## src/rtl/inst_fetch_sequencer.sv

```systemverilog
// Program-counter sequencer with a small prefetch FIFO between instruction memory and decode.
// Handles start, redirect-with-flush and halt-word detection.
module inst_fetch_sequencer #(
  parameter int          MEM_WORDS = 256,
  parameter int          DEPTH     = 4,
  parameter logic [15:0] RESET_PC  = 16'h0000,
  parameter logic [31:0] HALT_WORD = 32'hFFFF_FFFF
) (
  input  logic                     clk,
  input  logic                     reset,
  input  logic                     start,
  input  logic                     redirect_valid,
  input  logic [15:0]              redirect_addr,
  output logic [15:0]              inst_address,
  input  logic [31:0]              read_data,
  output logic                     inst_valid,
  input  logic                     inst_ready,
  output logic [31:0]              inst_data,
  output logic [15:0]              inst_pc,
  output logic [$clog2(DEPTH):0]   fifo_count,
  output logic                     halted,
  output logic                     busy
);

  localparam int                PTR_W    = $clog2(DEPTH);
  localparam int                CNT_W    = PTR_W + 1;
  localparam logic [15:0]       PC_MASK  = 16'(MEM_WORDS - 1);
  localparam logic [CNT_W-1:0]  FULL_CNT = CNT_W'(DEPTH);

  typedef enum logic [1:0] {
    ST_IDLE   = 2'd0,
    ST_RUN    = 2'd1,
    ST_HALTED = 2'd2
  } state_e;

  state_e           state_q, state_d;
  logic [15:0]      pc_q, pc_d;
  logic [PTR_W-1:0] rd_ptr_q, rd_ptr_d;
  logic [PTR_W-1:0] wr_ptr_q, wr_ptr_d;
  logic [CNT_W-1:0] count_q, count_d;
  logic [15:0]      fifo_pc_q   [DEPTH];
  logic [31:0]      fifo_data_q [DEPTH];

  logic deq_s;
  logic fetch_ok_s;
  logic halt_hit_s;
  logic enq_s;

  // A full FIFO may still accept a fetch when the head leaves in the same cycle.
  always_comb begin
    deq_s      = (count_q != {CNT_W{1'b0}}) && inst_ready;
    fetch_ok_s = (state_q == ST_RUN) && !redirect_valid &&
                 ((count_q < FULL_CNT) || deq_s);
    halt_hit_s = fetch_ok_s && (read_data == HALT_WORD);
    enq_s      = fetch_ok_s && !halt_hit_s;
  end

  always_comb begin
    state_d  = state_q;
    pc_d     = pc_q;
    rd_ptr_d = rd_ptr_q;
    wr_ptr_d = wr_ptr_q;
    count_d  = count_q;
    if (redirect_valid) begin
      pc_d     = redirect_addr & PC_MASK;
      rd_ptr_d = {PTR_W{1'b0}};
      wr_ptr_d = {PTR_W{1'b0}};
      count_d  = {CNT_W{1'b0}};
      state_d  = (state_q == ST_IDLE) ? ST_IDLE : ST_RUN;
    end else begin
      if (deq_s) begin
        rd_ptr_d = rd_ptr_q + PTR_W'(1);
      end else begin
        rd_ptr_d = rd_ptr_q;
      end
      if (enq_s) begin
        wr_ptr_d = wr_ptr_q + PTR_W'(1);
        pc_d     = (pc_q + 16'd1) & PC_MASK;
      end else begin
        wr_ptr_d = wr_ptr_q;
      end
      count_d = count_q + CNT_W'(enq_s) - CNT_W'(deq_s);
      case (state_q)
        ST_IDLE, ST_HALTED: begin
          if (start) begin
            state_d = ST_RUN;
            pc_d    = RESET_PC & PC_MASK;
          end else begin
            state_d = state_q;
          end
        end
        ST_RUN: begin
          if (halt_hit_s) begin
            state_d = ST_HALTED;
          end else begin
            state_d = ST_RUN;
          end
        end
        default: begin
          state_d = ST_IDLE;
        end
      endcase
    end
  end

  always_ff @(posedge clk) begin
    if (reset) begin
      state_q  <= ST_IDLE;
      pc_q     <= RESET_PC & PC_MASK;
      rd_ptr_q <= {PTR_W{1'b0}};
      wr_ptr_q <= {PTR_W{1'b0}};
      count_q  <= {CNT_W{1'b0}};
    end else begin
      state_q  <= state_d;
      pc_q     <= pc_d;
      rd_ptr_q <= rd_ptr_d;
      wr_ptr_q <= wr_ptr_d;
      count_q  <= count_d;
    end
  end

  // Payload storage needs no reset: occupancy alone decides what is visible.
  always_ff @(posedge clk) begin
    if (enq_s) begin
      fifo_pc_q[wr_ptr_q]   <= pc_q;
      fifo_data_q[wr_ptr_q] <= read_data;
    end
  end

  assign inst_address = pc_q;
  assign inst_valid   = (count_q != {CNT_W{1'b0}});
  assign inst_data    = inst_valid ? fifo_data_q[rd_ptr_q] : 32'h0000_0000;
  assign inst_pc      = inst_valid ? fifo_pc_q[rd_ptr_q] : 16'h0000;
  assign fifo_count   = count_q;
  assign halted       = (state_q == ST_HALTED);
  assign busy         = (state_q == ST_RUN) || inst_valid;

endmodule

```

## config.mk

```make
export PLATFORM = sky130hd
export DESIGN_NAME = inst_fetch_sequencer
export DESIGN_NICKNAME = d
export VERILOG_FILES = /design/src/rtl/inst_fetch_sequencer.sv
export SDC_FILE = /design/constraint.sdc
export NUM_CORES = 1
export LEC_CHECK = 0
export BUFFER_PORTS_ARGS = -buffer_cell sky130_fd_sc_hd__buf_2
export CORE_ASPECT_RATIO = 0.7
export CORE_MARGIN = 3
export CORE_UTILIZATION = 35
export CTS_CLUSTER_DIAMETER = 100
export DETAILED_ROUTE_END_ITERATION = 10
export PLACE_DENSITY_LB_ADDON = 0.2
export SLEW_MARGIN = 20
export SYNTH_ARGS = -nofsm -noshare
export SYNTH_HDL_FRONTEND = slang
export SYNTH_SLANG_ARGS = --single-unit
export TNS_END_PERCENT = 10
```

## constraint.sdc

```tcl
create_clock -name clk -period 3.9 [get_ports clk]
set_input_delay 0.195 -clock clk [delete_from_list [all_inputs] [get_ports clk]]
set_output_delay 0.195 -clock clk [all_outputs]
set_load 0.01 [all_outputs]
```

=== Word level (Yosys, flattened, before mapping) ===
Memories as Yosys holds them, arrays and structs flattened. A register that Yosys moved wholly into a read port is not among the register bits.
Index checks and enable logic that the tools add are counted.

* Muxes and demuxes: 17
* Div/mod/pow operators: 0
* Equality and inequality tests: 4
* $lt $le $gt $ge: 1
* Add/sub/neg operators: 5
* Reductions and logical operators: 13
* Shift-type cells: 0
* $mul: 0
* Bitwise logic cells: 0

{| class="wikitable"
|+ Operator list
! cell !! count
|-
| $mux 16 || 4
|-
| $eq 32x32->1 const B || 1
|-
| $mux 32 || 1
|-
| $mux 2 || 7
|-
| $add 8x1->8 const B || 1
|-
| $mux 8 || 1
|-
| $logic_and 1x1->1 || 5
|-
| $add 2x1->2 const B || 2
|-
| $pmux 2 s2 || 1
|-
| $reduce_or 2->1 || 2
|-
| $add 3x1->3 || 1
|-
| $lt 3x3->1 const B || 1
|-
| $mux 1 || 3
|-
| $ne 3x3->1 const B || 1
|-
| $reduce_bool 3->1 || 1
|-
| $sub 3x1->3 || 1
|-
| $eq 2x1->1 const B || 1
|-
| $eq 2x2->1 const B || 1
|-
| $logic_not 1->1 || 2
|-
| $logic_not 2->1 || 1
|-
| $logic_or 1x1->1 || 2
|}

* Word-level logic and storage cells: 48
* Register bits after elaboration: 25
* Input port bits: 53
* ROM bits: 0
* Output and inout port bits: 70
* Memories: 2
* Bits in writable memories: 192
* Bits in latches: 0

{| class="wikitable"
|+ Memory list
! name !! depth !! bits a word !! read ports !! clocked after memory_dff !! wr ports !! RTL line !! text
|-
| fifo_data_q || 4 || 32 || 1 || 1 || 1 || 42 || <nowiki>logic [31:0] fifo_data_q [DEPTH];</nowiki>
|-
| fifo_pc_q || 4 || 16 || 1 || 1 || 1 || 41 || <nowiki>logic [15:0] fifo_pc_q [DEPTH];</nowiki>
|}

=== Logic depth before layout (Yosys ltp) ===
* Word-level depth: 11
* Mapped depth: 12
* Mapped depth without buffers: 11

=== Worst setup path before layout ===
Ideal clock, no wire load.

* Path type: flip-flop to flip-flop
* From: reg state_q[1]
* To: mem fifo_data_q[0][0], enable pin
* Library setup time: 410 ps
* Path slack: 1179 ps
* Path buffers: 1
* Arrival time: 2311 ps
* Period minus slack after synthesis: 2721 ps
* Stages on the path, launching flop included: 6
* Required time: 3490 ps
* Cell sequence: dfxtp_1 -> nand2b_4 -> a211o_4 -> a21oi_4 -> buf_6 -> and2_1

* Longest elaborated chain between the ends: 8

{| class="wikitable"
|+ RTL lines
! what !! RTL line !! text
|-
| from (decl) || 36 || <nowiki>state_e state_q, state_d;</nowiki>
|-
| from (signal assigned) || 114 || <nowiki>state_q <= state_d;</nowiki>
|-
| $eq 2x1->1 * || 52 || <nowiki>fetch_ok_s = (state_q == ST_RUN) && !redirect_valid &&</nowiki>
|-
| $logic_and 1x1->1 * (2 in series) || 52 ||
|-
| $logic_and 1x1->1 || 54 || <nowiki>halt_hit_s = fetch_ok_s && (read_data == HALT_WORD);</nowiki>
|-
| $logic_not 1->1 || 55 || <nowiki>enq_s = fetch_ok_s && !halt_hit_s;</nowiki>
|-
| $logic_and 1x1->1 * || 55 ||
|-
| $mux 1 * || 124 || <nowiki>if (enq_s) begin</nowiki>
|-
| $mux 1 (implied by the code) * || 126 || <nowiki>fifo_data_q[wr_ptr_q] <= read_data;</nowiki>
|-
| to (decl) || 42 ||
|}

Mark *: on every way between the ends. The rest lies on a longest branch, timed or not.

=== Worst setup path in the final report ===
* From: reg state_q[0]
* To: mem fifo_data_q[1][16], enable pin

The elaborated chain is that of the path after synthesis.

==> flow_summary.toml <==
[timing]
period_share_pct = 73.75
finalHoldViolCount = 0
setup_viol_count_final = 0
fin_crit_ps = 2876
clock.fmax_mhz = 347.7
post-route-worst-setup-slack_ps = 1024
slew_headroom_pct = 29.98
fin_tns_setup_ps = 0
worst_slew_pin_slew_ps = 1050
drv_slew = 0
rsz0062_at_grt = "no"
fin_worst_skew_ps = 8.711

[placement]
post_dp_cell_area_um2 = 9543
place_ws_ps = 965.0
dp_hpwl_um = 10940
portBuffers = 114
routabilityCongestion = 0.8094

[drt]
avgViaCountPerCell = 4.774
wl_per_cell_um = 19.03
antenna_left = 0
dr.pass1.iters = 4
drcViolationCount = 0
drt_iter0_drc = 278
vias = 4564
wirelength_um = 18190

[cells_and_area]
final_area_um2 = 10640
drive_above_1_share_pct = 34.17
diodes = 0
regArea_um2 = 6311
layout.nets = 684
fin_util_pct = 44.56
multi_input_area_um2 = 2143
area_growth_syn_to_layout_pct = 24.01
fill_cells = 2147

[critical_path]
crit_path_max_fanout = 34
startpoint = "state_q[0]$_SDFFE_PP0P_"
crit_path_start_kind = "register"
r2r-end = "fifo_data_q[1][16]$_DFFE_PP_"
critPathCaptureType = "register"
crit_path_end = "fifo_data_q[1][16]$_DFFE_PP_"
cp.required_ps = 4080
r2r_slack_ps = 1020
cp_slowest_cell = "and2_2"
ff2ff_path_depth = 5
reg2reg_from = "state_q[0]$_SDFFE_PP0P_"
path_cells = "nand2b_4 > a211o_4 > a21oi_4 > and2_2 > buf_4"
worstPathArrival_ps = 3060
critPathKind = "reg -> reg"
critPathMaxStageDelay_ps = 940

[floorplan]
die_height_um = 137.0
initial_core_util_pct = 35.93
io-pin-count = 123
die_x_um = 193.1
rows = 47
core_um2 = 23880
die_area_um2 = 26450

[logic_synthesis]
yosys_warnings = 0
synth_cells = 451
synth_nets = 512
synth_area_leaders = "edfxtp_1, mux4_2, dfxtp_1"
ys_ff_latch = 219
synth_top_cell_by_area = "edfxtp_1"
synth_area_per_cell_um2 = 19.02
ys_seq_area_share_pct = 73.51
netlist_area_um2 = 8578
yosys_most_used_dff = "edfxtp_1"
synth_top_area_share_pct = 67.21
synth.most_common_cell = "edfxtp_1"
synthDistinctLibCells = 40
synth_common_cells = "edfxtp_1, and2_1, mux4_2, dfxtp_1, nand2_1"
ys_async_sr_fraction_pct = 0
synth_edf_count = 192

[run_status]
status = "completed"

[power_and_ir_drop]
p_leak_nw = 3.707
max-vdd-ir-drop_uv = 254.8
powerDensity_nw_per_um2 = 448.7
power_mw = 4.773

[clock_tree]
postCtsHoldBufs = 42
cts_made_buffers = 22
postCtsSetupBuffers = 0
cts_resized = 0
path_clk_slew_ps = 60
clock_path_buffers = 3
cts_max_level = 1
tritoncts = "yes"
cts.sinks = 219
clk_latency_ps = 490
root_buffer = "clkbuf_16"

[grt]
overflow = 0
grt_use_total_pct = 14.29
grt_pass1_vias = 4908
antenna_found_initial = 0
grt_max_degree = 50
grt_pass1_wl_um = 28580

[flow_run]
cap_violations = 0

[worst_hold_path]
holdCritPathClass = "in -> reg"
-- routing by layer --
layer	share of wire (%)	global-route usage (%)	routed length, um
met5	0	0	0
met4	1.9	3.252	345
met3	5.0	2.560	902
met2	46	22.41	8312
met1	47	20.91	8634
-- layout make-up --
type | instances | share of cell area, %
multi-input combinational | 201 | 20.15
timing repair buffer | 167 | 10.21
clock buffer | 33 | 5.857
tap | 318 | 3.740
sequential | 219 | 59.33
clock inverter | 6 | 0.2940
inverter | 12 | 0.4234
-- placed cells by master, fill, tap and decap left out, types with 2 or more instances in the layout --
| cell | count |
|---|---|
| nand4_1 | 9 |
| mux4_2 | 48 |
| clkinv_2 | 4 |
| and2_2 | 4 |
| o21ai_0 | 6 |
| nor2_1 | 11 |
| ha_1 | 7 |
| dlygate4sd3_1 | 42 |
| clkinv_1 | 2 |
| mux2i_1 | 2 |
| nand2_1 | 16 |
| clkbuf_16 | 23 |
| clkbuf_1 | 9 |
| a211oi_1 | 3 |
| buf_2 | 114 |
| and4_1 | 2 |
| inv_1 | 11 |
| edfxtp_1 | 192 |
| dfxtp_1 | 25 |
| nand3_1 | 5 |
| buf_4 | 10 |
| nor4_4 | 2 |
| nor2b_1 | 2 |
| and2_1 | 58 |
| xnor2_1 | 8 |
-- worst max-delay path, delay by kind of cell, from the launching register on --
kind,cells,cell delay (ps)
simple gates,2,1020
compound gates,2,750
flops,1,410
buf+inv,1,370
-- state kept, by name (all words and copies together) (netlist names), named ones only --
| signal | flops |
|---|---|
| fifo_pc_q | 64 |
| fifo_count | 3 |
| wr_ptr_q | 2 |
| fifo_data_q | 128 |
| state_q | 2 |
| inst_address | 16 |
| rd_ptr_q | 2 |
-- report_power, final --
part	internal [mW]	total (mW)	switching, mW	leakage (nW)
Clock	1.10	1.92	0.821	0.319
Combinational	0.124	0.259	0.135	1.46
Sequential	2.57	2.59	0.0213	1.93
Total	3.80	4.77	0.977	3.71
-- logic make-up (layout without fill, tap and decap cells) --
kind of cell | count (synthesis) | count (layout) | synth area share [%]
AOI/OAI and AO/OA | 19 | 19 | 1.794
xor gates and xnor gates | 10 | 10 | 1.109
adders and majority gates | 8 | 8 | 1.254
buffers and inverters | 31 | 218 | 1.561
DFF | 219 | 219 | 73.51
muxes | 50 | 50 | 12.84
and+or+nand+nor | 114 | 114 | 7.935
-- stage by stage --
step           hold slack, ps  instances
2_1_floorplan           264.1        451
3_3_place_gp            402.4        874
3_5_place_dp            409.4        874
4_1_cts                 57.37        955
5_1_grt                 92.79        956
6_report                84.23        956
-- worst min-delay path by stage --
stage / from / depth (start not counted) / slack, ps / end
after floorplan: reset / 1 / 260 / state_q[0]$_SDFFE_PP0P_
after global placement: redirect_addr[0] / 3 / 400 / inst_address[0]$_SDFF_PP0_
after detailed placement: redirect_addr[0] / 3 / 410 / inst_address[0]$_SDFF_PP0_
after CTS: redirect_valid / 4 / 60 / state_q[0]$_SDFFE_PP0P_
after global routing: redirect_valid / 4 / 90 / state_q[0]$_SDFFE_PP0P_
final: redirect_valid / 4 / 80 / state_q[0]$_SDFFE_PP0P_
No activity file was read; power rests on OpenSTA's default activity.
